<file path="src/rtl/jogador_automatico.sv">
// Automatic player for the memory game: pulses jogar, then each round replays the stored
// sequence on botoes and appends one LFSR-generated move until done, aborted or told to err.
module jogador_automatico #(
    parameter int unsigned PULSO           = 20,
    parameter int unsigned INTERVALO       = 80,
    parameter int unsigned GAP_RODADA      = 200,
    parameter int unsigned ESPERA_INICIAL  = 2100,
    parameter logic [3:0]  PRIMEIRA_JOGADA = 4'b0001,
    parameter logic [3:0]  SEMENTE         = 4'b1001
) (
    input  logic       clock,
    input  logic       reset,
    input  logic       iniciar,
    input  logic       ganhou,
    input  logic       perdeu,
    input  logic [3:0] rodadas_alvo,
    input  logic [3:0] erro_rodada,
    output logic       jogar,
    output logic [3:0] botoes,
    output logic       ocupado,
    output logic       concluido,
    output logic [1:0] resultado,
    output logic [3:0] db_rodada,
    output logic [3:0] db_estado
);

    typedef enum logic [3:0] {
        INICIAL     = 4'd0,
        PULSO_JOGAR = 4'd1,
        ESPERA_INI  = 4'd2,
        PRESSIONA   = 4'd3,
        SOLTA       = 4'd4,
        FIM_RODADA  = 4'd5,
        ESPERA_RES  = 4'd6,
        FIM         = 4'd7
    } estado_t;

    estado_t     r_estado, w_estado;
    logic [15:0] r_cont, w_cont, w_limite;
    logic [3:0]  r_rodada, w_rodada;
    logic [3:0]  r_idx, w_idx;
    logic [3:0]  r_alvo, w_alvo;
    logic [3:0]  r_erro, w_erro;
    logic [3:0]  r_lfsr, w_lfsr;
    logic [3:0]  r_mem [16];
    logic        r_jogar, w_jogar;
    logic [3:0]  r_botoes, w_botoes;
    logic        r_ocupado, w_ocupado;
    logic        r_concluido, w_concluido;
    logic [1:0]  r_resultado, w_resultado;
    logic        w_we;
    logic [3:0]  w_waddr, w_wdata;
    logic [3:0]  w_nova;
    logic        w_ocupado_est;
    logic        w_fim_cont;

    always_comb begin
        case (r_estado)
            PULSO_JOGAR, PRESSIONA: w_limite = 16'(PULSO);
            ESPERA_INI:             w_limite = 16'(ESPERA_INICIAL);
            SOLTA:                  w_limite = 16'(INTERVALO);
            FIM_RODADA:             w_limite = 16'(GAP_RODADA);
            default:                w_limite = 16'hFFFF;
        endcase
    end

    assign w_fim_cont    = (r_cont == w_limite);
    assign w_nova        = 4'b0001 << r_lfsr[1:0];
    assign w_ocupado_est = (r_estado != INICIAL) && (r_estado != FIM);

    always_comb begin
        w_estado    = r_estado;
        w_rodada    = r_rodada;
        w_idx       = r_idx;
        w_alvo      = r_alvo;
        w_erro      = r_erro;
        w_lfsr      = r_lfsr;
        w_resultado = r_resultado;
        w_we        = 1'b0;
        w_waddr     = 4'd0;
        w_wdata     = 4'd0;
        // Any result from the game ends the run, whatever we were doing.
        if (w_ocupado_est && (ganhou || perdeu)) begin
            w_estado    = FIM;
            w_resultado = r_resultado | {ganhou, perdeu};
        end else begin
            unique case (r_estado)
                INICIAL, FIM: begin
                    if (iniciar) begin
                        w_estado    = PULSO_JOGAR;
                        w_rodada    = 4'd1;
                        w_idx       = 4'd0;
                        w_resultado = 2'b00;
                        w_alvo      = (rodadas_alvo == 4'd0) ? 4'd1 : rodadas_alvo;
                        w_erro      = erro_rodada;
                        w_we        = 1'b1;
                        w_waddr     = 4'd0;
                        w_wdata     = PRIMEIRA_JOGADA;
                    end
                end
                PULSO_JOGAR: if (w_fim_cont) w_estado = ESPERA_INI;
                ESPERA_INI:  if (w_fim_cont) w_estado = PRESSIONA;
                PRESSIONA:   if (w_fim_cont) w_estado = SOLTA;
                SOLTA: begin
                    if (w_fim_cont) begin
                        if (r_idx == r_rodada) begin
                            w_estado = FIM_RODADA;
                        end else if (r_idx == r_rodada - 4'd1) begin
                            if (r_rodada == r_erro) begin
                                w_estado = ESPERA_RES;
                            end else begin
                                w_estado = PRESSIONA;
                                w_idx    = r_rodada;
                                w_we     = 1'b1;
                                w_waddr  = r_rodada;
                                w_wdata  = w_nova;
                                w_lfsr   = {r_lfsr[2:0], r_lfsr[3] ^ r_lfsr[2]};
                            end
                        end else begin
                            w_estado = PRESSIONA;
                            w_idx    = r_idx + 4'd1;
                        end
                    end
                end
                FIM_RODADA: begin
                    if (w_fim_cont) begin
                        if (r_rodada == r_alvo) begin
                            w_estado = ESPERA_RES;
                        end else begin
                            w_estado = PRESSIONA;
                            w_rodada = r_rodada + 4'd1;
                            w_idx    = 4'd0;
                        end
                    end
                end
                ESPERA_RES: w_estado = ESPERA_RES;
                default:    w_estado = INICIAL;
            endcase
        end

        if (w_estado != r_estado) begin
            w_cont = 16'd1;
        end else if (r_cont != 16'hFFFF) begin
            w_cont = r_cont + 16'd1;
        end else begin
            w_cont = r_cont;
        end

        // A freshly generated move is not in memory yet, so drive it straight from the write port.
        w_jogar     = (w_estado == PULSO_JOGAR);
        w_botoes    = (w_estado == PRESSIONA) ? (w_we ? w_wdata : r_mem[w_idx]) : 4'd0;
        w_ocupado   = (w_estado != INICIAL) && (w_estado != FIM);
        w_concluido = (w_estado == FIM);
    end

    always_ff @(posedge clock or negedge reset) begin
        if (!reset) begin
            r_estado    <= INICIAL;
            r_cont      <= 16'd0;
            r_rodada    <= 4'd1;
            r_idx       <= 4'd0;
            r_alvo      <= 4'd1;
            r_erro      <= 4'd0;
            r_lfsr      <= SEMENTE;
            r_jogar     <= 1'b0;
            r_botoes    <= 4'd0;
            r_ocupado   <= 1'b0;
            r_concluido <= 1'b0;
            r_resultado <= 2'b00;
        end else begin
            r_estado    <= w_estado;
            r_cont      <= w_cont;
            r_rodada    <= w_rodada;
            r_idx       <= w_idx;
            r_alvo      <= w_alvo;
            r_erro      <= w_erro;
            r_lfsr      <= w_lfsr;
            r_jogar     <= w_jogar;
            r_botoes    <= w_botoes;
            r_ocupado   <= w_ocupado;
            r_concluido <= w_concluido;
            r_resultado <= w_resultado;
        end
    end

    always_ff @(posedge clock or negedge reset) begin
        if (!reset) begin
            for (int i = 0; i < 16; i++) begin
                r_mem[i] <= (i == 0) ? PRIMEIRA_JOGADA : 4'd0;
            end
        end else if (w_we) begin
            r_mem[w_waddr] <= w_wdata;
        end
    end

    assign jogar     = r_jogar;
    assign botoes    = r_botoes;
    assign ocupado   = r_ocupado;
    assign concluido = r_concluido;
    assign resultado = r_resultado;
    assign db_rodada = r_ocupado ? r_rodada : 4'd0;
    assign db_estado = r_estado;

endmodule
</file>
<file path="config.mk">
export PLATFORM = sky130hd
export DESIGN_NAME = jogador_automatico
export DESIGN_NICKNAME = d
export VERILOG_FILES = /design/src/rtl/jogador_automatico.sv
export SDC_FILE = /design/constraint.sdc
export NUM_CORES = 1
export LEC_CHECK = 0
export CAP_MARGIN = 20
export CORE_ASPECT_RATIO = 0.7
export CORE_MARGIN = 2
export CORE_UTILIZATION = 35
export DETAILED_ROUTE_END_ITERATION = 8
export PLACE_DENSITY = 0.62
export SLEW_MARGIN = 20
export SYNTH_ARGS = -nofsm -noshare
export SYNTH_HDL_FRONTEND = slang
export SYNTH_SLANG_ARGS = --single-unit
</file>
<file path="constraint.sdc">
create_clock -name clock -period 8.4 [get_ports clock]
set_input_delay 2.1 -clock clock [delete_from_list [all_inputs] [get_ports clock]]
set_output_delay 2.1 -clock clock [all_outputs]
set_load 0.02 [all_outputs]
</file>
==> qor.json, run 1 <==
{
  "outcome": {"value": "finished, final reports clean"},
  "drt_pass1_iterations": {"value": 4},
  "critical_path_class": {"value": "primary input to flop"},
  "final_min_period": {"value": 4975, "unit": "ps"},
  "post-route-period-util": {"value": 59.22, "unit": "%"},
  "cts.repair_timing.setup_buffer_count": {"value": 0},
  "post_route_cells_drive_above_1_share": {"value": 11.57, "unit": "%"},
  "cts.htree.levels": {"value": 4},
  "most_repeated_cell_in_the_gate_level_netlist_after_synthesis": {"value": "dfrtp_1"},
  "instance_count_after_placement_with_tap_cells_included": {"value": 873},
  "synth.top_cells.by_area": {"value": "dfrtp_1 44%, nand2_1 6.4%, o21ai_0 4.8%"},
  "area_delta_synth_final": {"value": 15.80, "unit": "%"},
  "asyncSetResetFlopFracSynth": {"value": 100.0, "unit": "%"},
  "postSynthAreaPerCell": {"value": 9.530, "unit": "µm²"},
  "grt_usage": {"value": 17.74, "unit": "%"},
  "max-slew-margin-rel": {"value": 25.19, "unit": "%"},
  "clock_latency": {"value": 420, "unit": "ps"},
  "buffer_ports.inserted": {"value": 29},
  "clock_path_buffers": {"value": 2},
  "cts.clk_slew.worst_paths": {"value": 60, "unit": "ps"},
  "max_freq": {"value": 201.0, "unit": "MHz"},
  "final_cell_count_no_fill": {"value": 905},
  "finalWirelength": {"value": 15.56, "unit": "mm"},
  "antenna_found_initial": {"value": 1},
  "power_density": {"value": 251.0, "unit": "nW/µm²"},
  "tightestPinTransition": {"value": 1122, "unit": "ps"},
  "report.final.hold_viol_count": {"value": 0},
  "hold_path_class": {"value": "flop to flop"},
  "cts_tree": {"value": "built"},
  "viasPerCell": {"value": 5.429},
  "tns": {"value": 0, "unit": "ps"},
  "drt_first_iter_violations": {"value": 388},
  "synth_enable_flop_cells": {"value": 0},
  "synth_flop_cell": {"value": "dfrtp_1"},
  "ioPinCount": {"value": 30},
  "grt_setup_unrepaired": {"value": "false"},
  "critical_path.endpoint_type": {"value": "flop"},
  "syn-cell-area": {"value": 6137, "unit": "µm²"},
  "grt-ovfl-total": {"value": 0},
  "multiInputGateArea": {"value": 3074, "unit": "µm²"},
  "cts-hold-fix-buffers": {"value": 0},
  "critPathMaxFanout": {"value": 36},
  "detailed_place_hpwl": {"value": 10.92, "unit": "mm"},
  "cts_inserted_buffers": {"value": 17},
  "global_route_wire_length_before_repair": {"value": 25.45, "unit": "mm"},
  "die_area": {"value": 18630, "unit": "µm²"},
  "cts_num_sinks": {"value": 113},
  "diodes_inserted": {"value": 0},
  "fin_worst_skew": {"value": 11.63, "unit": "ps"},
  "seqCellArea": {"value": 2834, "unit": "µm²"},
  "synthCells": {"value": 644},
  "start_util": {"value": 35.75, "unit": "%"},
  "final_antenna_net_count": {"value": 0},
  "rows": {"value": 40},
  "synth.top_cells.by_count": {"value": "108 x dfrtp_1, 104 x nand2_1, 59 x o21ai_0, 46 x nor2_1, 26 x mux2i_1"},
  "timing.max_cap.violations": {"value": 0},
  "number_of_max_slew_violations_in_the_final_report": {"value": 0},
  "cts.root.buffer_cell": {"value": "clkbuf_16"},
  "resized_cells_post_cts": {"value": 0},
  "synth_top_area_cell": {"value": "dfrtp_1"},
  "yosys_warnings": {"value": 0},
  "grt_max_degree": {"value": 78},
  "yosysSeqAreaShare": {"value": 46.18, "unit": "%"},
  "horiz_die_dim": {"value": 162.3, "unit": "µm"},
  "postSynthRegisterBits": {"value": 113},
  "detail_route.wl_per_cell": {"value": 17.19, "unit": "µm"},
  "timing.final.setup_violations": {"value": 0},
  "synth_cell_type_count": {"value": 75},
  "p_leak": {"value": 2.932, "unit": "nW"},
  "die_y": {"value": 114.8, "unit": "µm"},
  "drcViolationCount": {"value": 0},
  "ff2ff_setup_slack": {"value": 3870, "unit": "ps"},
  "start_kind": {"value": "primary input"},
  "first_global_vias": {"value": 4673},
  "dr_total_vias": {"value": 4913},
  "vdd_drop_max": {"value": 0.0001298, "unit": "V"},
  "cp_data_arrival_time": {"value": 5260, "unit": "ps"},
  "gp_congestion": {"value": 0.8958},
  "fillers": {"value": 1636},
  "timing.critical_path.required": {"value": 8690, "unit": "ps"},
  "synth_top_area_share": {"value": 44.04, "unit": "%"},
  "finalNetCount": {"value": 678},
  "coreArea": {"value": 17170, "unit": "µm²"},
  "synthesis.nets": {"value": 661}
}
## per-layer routing
metal / GRT usage (%) / up-vias / share of wire, %
met3: 4.004 / 17 / 5.6
met4: 5.546 / 0 / 1.3
met1: 28.00 / 2423 / 53
met2: 23.69 / 136 / 40
li1: - / 2337 / -
met5: 0 / - / 0
## cell families (layout without fill, tap and decap cells)
group / count (synthesis) / count (layout) / synth area share [%]
fa+ha+maj: 4 / 4 / 0.8155
flops: 113 / 113 / 46.18
buf+inv: 45 / 75 / 3.751
compound gates: 138 / 138 / 15.37
mux: 46 / 46 / 7.910
other cells: 1 / 1 / 0.06110
xor+xnor: 33 / 33 / 4.710
simple gates: 264 / 264 / 21.20
## cell usage in the layout (no fill, tap or decap), types with 7 or more instances in the layout
cell	netlist	routed
a21oi_1	15	15
and2_1	9	9
and3_1	10	10
clkbuf_16	0	17
clkdlybuf4s50_1	0	28
dfrtp_1	108	108
inv_1	10	10
mux2_2	19	19
mux2i_1	26	26
nand2_1	104	104
nand3_1	23	23
nand4_1	8	8
nor2_1	46	46
nor2b_1	7	7
nor3_1	17	17
o21ai_0	59	59
xnor2_1	19	19
xor2_1	14	14
## area by class of cell
class | instances | area share (%)
clock inverter | 15 | 1.919
multi-input combinational | 486 | 43.26
sequential | 113 | 39.88
timing repair buffer | 31 | 4.261
inverter | 12 | 0.6338
clock buffer | 17 | 5.986
tap | 231 | 4.067
## flip-flops by register name (all words and copies together) (netlist names)
signal	count
r_idx	4
r_cont	16
concluido	1
botoes	4
r_rodada	4
r_mem	64
resultado	2
ocupado	1
db_estado	4
r_lfsr	4
r_erro	4
jogar	1
r_alvo	4
## final timing paths
path / to / depth (start not counted) / start
setup / recovery: botoes[0] / 11 / iniciar
hold / removal: r_mem[23] / 2 / r_mem[23]
setup reg to reg: botoes[3] / 11 / db_estado[2]
hold reg to reg: r_mem[23] / 2 / r_mem[23]
max in group asynchronous: r_cont[5] / 2 / reset
min in group asynchronous: r_alvo[1] / 1 / reset
## worst max-delay path: stages
cell	delay (ps)
clkdlybuf4s50_1	540
and2_1	170
nand2_1	70
a211oi_1	410
o21ai_2	180
o31a_2	720
mux2_1	460
o21ai_1	120
a22oi_1	100
a311oi_1	290
o21ai_1	80
## per-stage QoR
step	utilization, %	instance area [µm²]	hold WS (ps)	worst slack, ps	power, mW
final	41.40	7107	476.8	3425	1.784
after global routing	41.40	7107	504.9	3167	1.880
after CTS	41.40	7107	483.4	3440	1.796
after detailed placement	38.13	6545	469.9	3022	1.110
after global placement	38.13	6545	465.3	3130	1.092
after floorplan	-	6137	442.2	4130	0.9656
## report_power, final
group	total, mW	switching, mW	internal, mW
sequential	0.681	0.0874	0.594
combinational	0.421	0.250	0.171
clock	0.681	0.273	0.409
total	1.78	0.610	1.17
Note: power is estimated with default switching activity, not from simulation.
==> inputs of run 2 (changes only) <==
clock period = 5.05 ns   (was 8.4 ns; I/O delays follow)
==> run 2 against run 1 <==
- clock-buffer cell count rose by 4
- global-route usage rose by 0.20 points
- first-iteration DRC count rose by 14%
- largest power group is now the clock network
- routed wire length rose by 2.0%
- worst hold slack improved by 3.8 ps
- die area did not move
- flip-flop and latch count did not move
- clock power rose by 89%
- clock skew rose by 1.1 ps
==> qor.json, run 2 (synthesized netlist as in run 1, its figures left out) <==
{
  "multiInputGateArea": {"value": 3085, "unit": "µm²", "change": "+0.37%"},
  "drt_pass1_iterations": {"value": 4, "change": "unchanged"},
  "drt_first_iter_violations": {"value": 442, "change": "+14%"},
  "tightestPinTransition": {"value": 816.3, "unit": "ps", "change": "-305.8 ps"},
  "timing.hold.worst_endpoint": {"value": "r_mem[30]"},
  "diodes_inserted": {"value": 0, "change": "unchanged"},
  "detailed_place_hpwl": {"value": 11.30, "unit": "mm", "change": "+3.5%"},
  "cts_inserted_buffers": {"value": 17, "change": "unchanged"},
  "ff2ff_setup_slack": {"value": 600, "unit": "ps", "change": "-3270 ps"},
  "coreArea": {"value": 17170, "unit": "µm²", "change": "unchanged"},
  "cp_data_arrival_time": {"value": 4700, "unit": "ps", "change": "-560 ps"},
  "critical_path.endpoint_type": {"value": "flop"},
  "most-common-layout-cells": {"value": "108 x dfrtp_1, 104 x nand2_1, 59 x o21ai_0"},
  "hold_path_class": {"value": "flop to flop"},
  "reg2reg_to": {"value": "botoes[3]"},
  "largest_register": {"value": "r_mem"},
  "rows": {"value": 40, "change": "unchanged"},
  "cts.htree.levels": {"value": 4, "change": "unchanged"},
  "die_area": {"value": 18630, "unit": "µm²", "change": "unchanged"},
  "grt-ovfl-total": {"value": 0, "change": "unchanged"},
  "hold_path.startpoint": {"value": "r_mem[30]"},
  "min_path_cells": {"value": 2, "change": "unchanged"},
  "timing.max_cap.violations": {"value": 0, "change": "unchanged"},
  "viasPerCell": {"value": 5.420, "change": "-0.17%"},
  "antenna_found_initial": {"value": 1, "change": "unchanged"},
  "tns": {"value": 0, "unit": "ps", "change": "unchanged"},
  "gp_congestion": {"value": 0.9210, "change": "+2.8%"},
  "detail_route.wl_per_cell": {"value": 17.48, "unit": "µm", "change": "+1.7%"},
  "start_kind": {"value": "flop"},
  "fin_worst_skew": {"value": 12.74, "unit": "ps", "change": "+1.115 ps"},
  "critical_path_class": {"value": "flop to flop"},
  "drcViolationCount": {"value": 0, "change": "unchanged"},
  "horiz_die_dim": {"value": 162.3, "unit": "µm", "change": "unchanged"},
  "crit_path_setup_slack_layout": {"value": 596.5, "unit": "ps", "change": "-2829 ps"},
  "final_min_period": {"value": 4453, "unit": "ps"},
  "biggestRegsByFlops": {"value": "r_mem: 64 flops, r_cont: 16 flops"},
  "fillers": {"value": 1632, "change": "-0.24%"},
  "cts_tree": {"value": "built"},
  "cts-hold-fix-buffers": {"value": 0, "change": "unchanged"},
  "power_density": {"value": 434.5, "unit": "nW/µm²", "change": "+73%"},
  "number_of_flip_flops_in_the_largest_register": {"value": 64, "change": "unchanged"},
  "post-route-period-util": {"value": 88.19, "unit": "%"},
  "final_antenna_net_count": {"value": 0, "change": "unchanged"},
  "dr_total_vias": {"value": 4921, "change": "+0.16%"},
  "placement_stage_worst_setup_slack": {"value": 491.9, "unit": "ps", "change": "-2530 ps"},
  "report.final.hold_viol_count": {"value": 0, "change": "unchanged"},
  "timing.final.setup_violations": {"value": 0, "change": "unchanged"},
  "portion_of_total_power_attributed_to_sequential_cells": {"value": 35.0, "unit": "%", "change": "-3.2 points"},
  "number_of_max_slew_violations_in_the_final_report": {"value": 0, "change": "unchanged"},
  "cts_num_sinks": {"value": 113, "change": "unchanged"},
  "post_route_cells_drive_above_1_share": {"value": 11.96, "unit": "%", "change": "+0.39 points"},
  "power.combinational.fraction": {"value": 24.0, "unit": "%", "change": "+0.4 points"},
  "grt_usage": {"value": 17.94, "unit": "%", "change": "+0.20 points"},
  "reg2reg_depth": {"value": 13, "change": "+2"},
  "int_power": {"value": 2.153, "unit": "mW", "change": "+84%"},
  "clock_path_buffers": {"value": 2, "change": "unchanged"},
  "final_core_util": {"value": 42.11, "unit": "%", "change": "+0.71 points"},
  "power.switching": {"value": 987.7, "unit": "µW", "change": "+62%"},
  "cts.clk_slew.worst_paths": {"value": 60, "unit": "ps", "change": "about the same"},
  "reg2reg_from": {"value": "r_rodada[0]"},
  "finalNetCount": {"value": 683, "change": "+0.74%"},
  "vdd_drop_max": {"value": 0.0001743, "unit": "V", "change": "+34%"},
  "area_delta_synth_final": {"value": 17.80, "unit": "%"},
  "share_clk_of_total_power": {"value": 41.0, "unit": "%", "change": "+2.8 points"},
  "grt_max_degree": {"value": 53, "change": "-32%"},
  "resized_cells_post_cts": {"value": 0, "change": "unchanged"},
  "clock_latency": {"value": 420, "unit": "ps", "change": "about the same"},
  "final_common_cell": {"value": "dfrtp_1"},
  "start_util": {"value": 35.75, "unit": "%", "change": "unchanged"},
  "p_leak": {"value": 2.985, "unit": "nW", "change": "+1.8%"},
  "ioPinCount": {"value": 30, "change": "unchanged"},
  "sw_frac_of_total": {"value": 31.44, "unit": "%", "change": "-2.8 points"},
  "finalWirelength": {"value": 15.87, "unit": "mm", "change": "+2.0%"},
  "die_y": {"value": 114.8, "unit": "µm", "change": "unchanged"},
  "outcome": {"value": "finished, final reports clean"},
  "seqCellArea": {"value": 2834, "unit": "µm²", "change": "unchanged"},
  "global_route_wire_length_before_repair": {"value": 25.67, "unit": "mm", "change": "+0.87%"},
  "max_freq": {"value": 224.5, "unit": "MHz"},
  "first_global_vias": {"value": 4734, "change": "+1.3%"},
  "timing.critical_path.required": {"value": 5300, "unit": "ps", "change": "-3390 ps"},
  "max-slew-margin-rel": {"value": 45.58, "unit": "%", "change": "+20 points"},
  "grt_setup_unrepaired": {"value": "false"},
  "cts.repair_timing.setup_buffer_count": {"value": 0, "change": "unchanged"},
  "cts.root.buffer_cell": {"value": "clkbuf_16"},
  "buffer_ports.inserted": {"value": 29, "change": "unchanged"},
  "critPathMaxFanout": {"value": 14, "change": "-61%"}
}
-- run 2: power groups by stage --
stage,Clock [mW],Combinational (mW),Sequential [mW]
floorplan,0,0.519,1.09
global placement,0,0.717,1.11
detailed placement,0,0.737,1.12
CTS,1.31,0.744,1.10
global route,1.36,0.833,1.12
finish,1.29,0.753,1.10
-- run 2: cell type report --
class                      instances  area share (%)
inverter                          12          0.6231
timing repair buffer              36           4.708
tap                              231           3.998
sequential                       113           39.20
clock buffer                      21           6.646
clock inverter                     9           2.146
multi-input combinational        486           42.68
-- run 2: critical path, stage by stage (launching register included) --
cell       delay [ps]
dfstp_2           750
inv_1             190
ha_1              360
xnor2_1           160
nor4_1            450
a22oi_2           230
or2_1             320
a31oi_1           420
o21ai_2           140
and2_1            350
a2111oi_4         380
a211oi_1          120
a311oi_1          310
o21ai_1            90
-- run 2: how the worst max path moves through the flow --
stage	startpoint	to	slack [ps]	cells after the start
floorplan	r_rodada[0]	botoes[1]	1210	15
global placement	iniciar	botoes[2]	690	12
detailed placement	iniciar	botoes[2]	490	12
CTS	r_rodada[0]	botoes[3]	710	13
global route	r_rodada[0]	botoes[3]	370	13
finish	r_rodada[0]	botoes[3]	600	13
-- run 2: metal layers --
metal	GRT usage, %	vias to the layer above	routed length [µm]
li1	-	2338	-
met1	27.68	2439	8321
met2	24.37	129	6417
met3	4.942	15	983
met4	4.897	0	150
met5	0	-	0
-- run 2: through the flow --
stage / cell area, µm² / instances / power [mW] / hold WS, ps
final: 7229 / 908 / 3.141 / 480.6
after global placement: 6583 / 878 / 1.829 / 464.5
after detailed placement: 6583 / 878 / 1.853 / 471.0
after global routing: 7229 / 908 / 3.306 / 512.6
after floorplan: 6137 / 644 / 1.606 / 442.2
after CTS: 7218 / 908 / 3.154 / 483.6
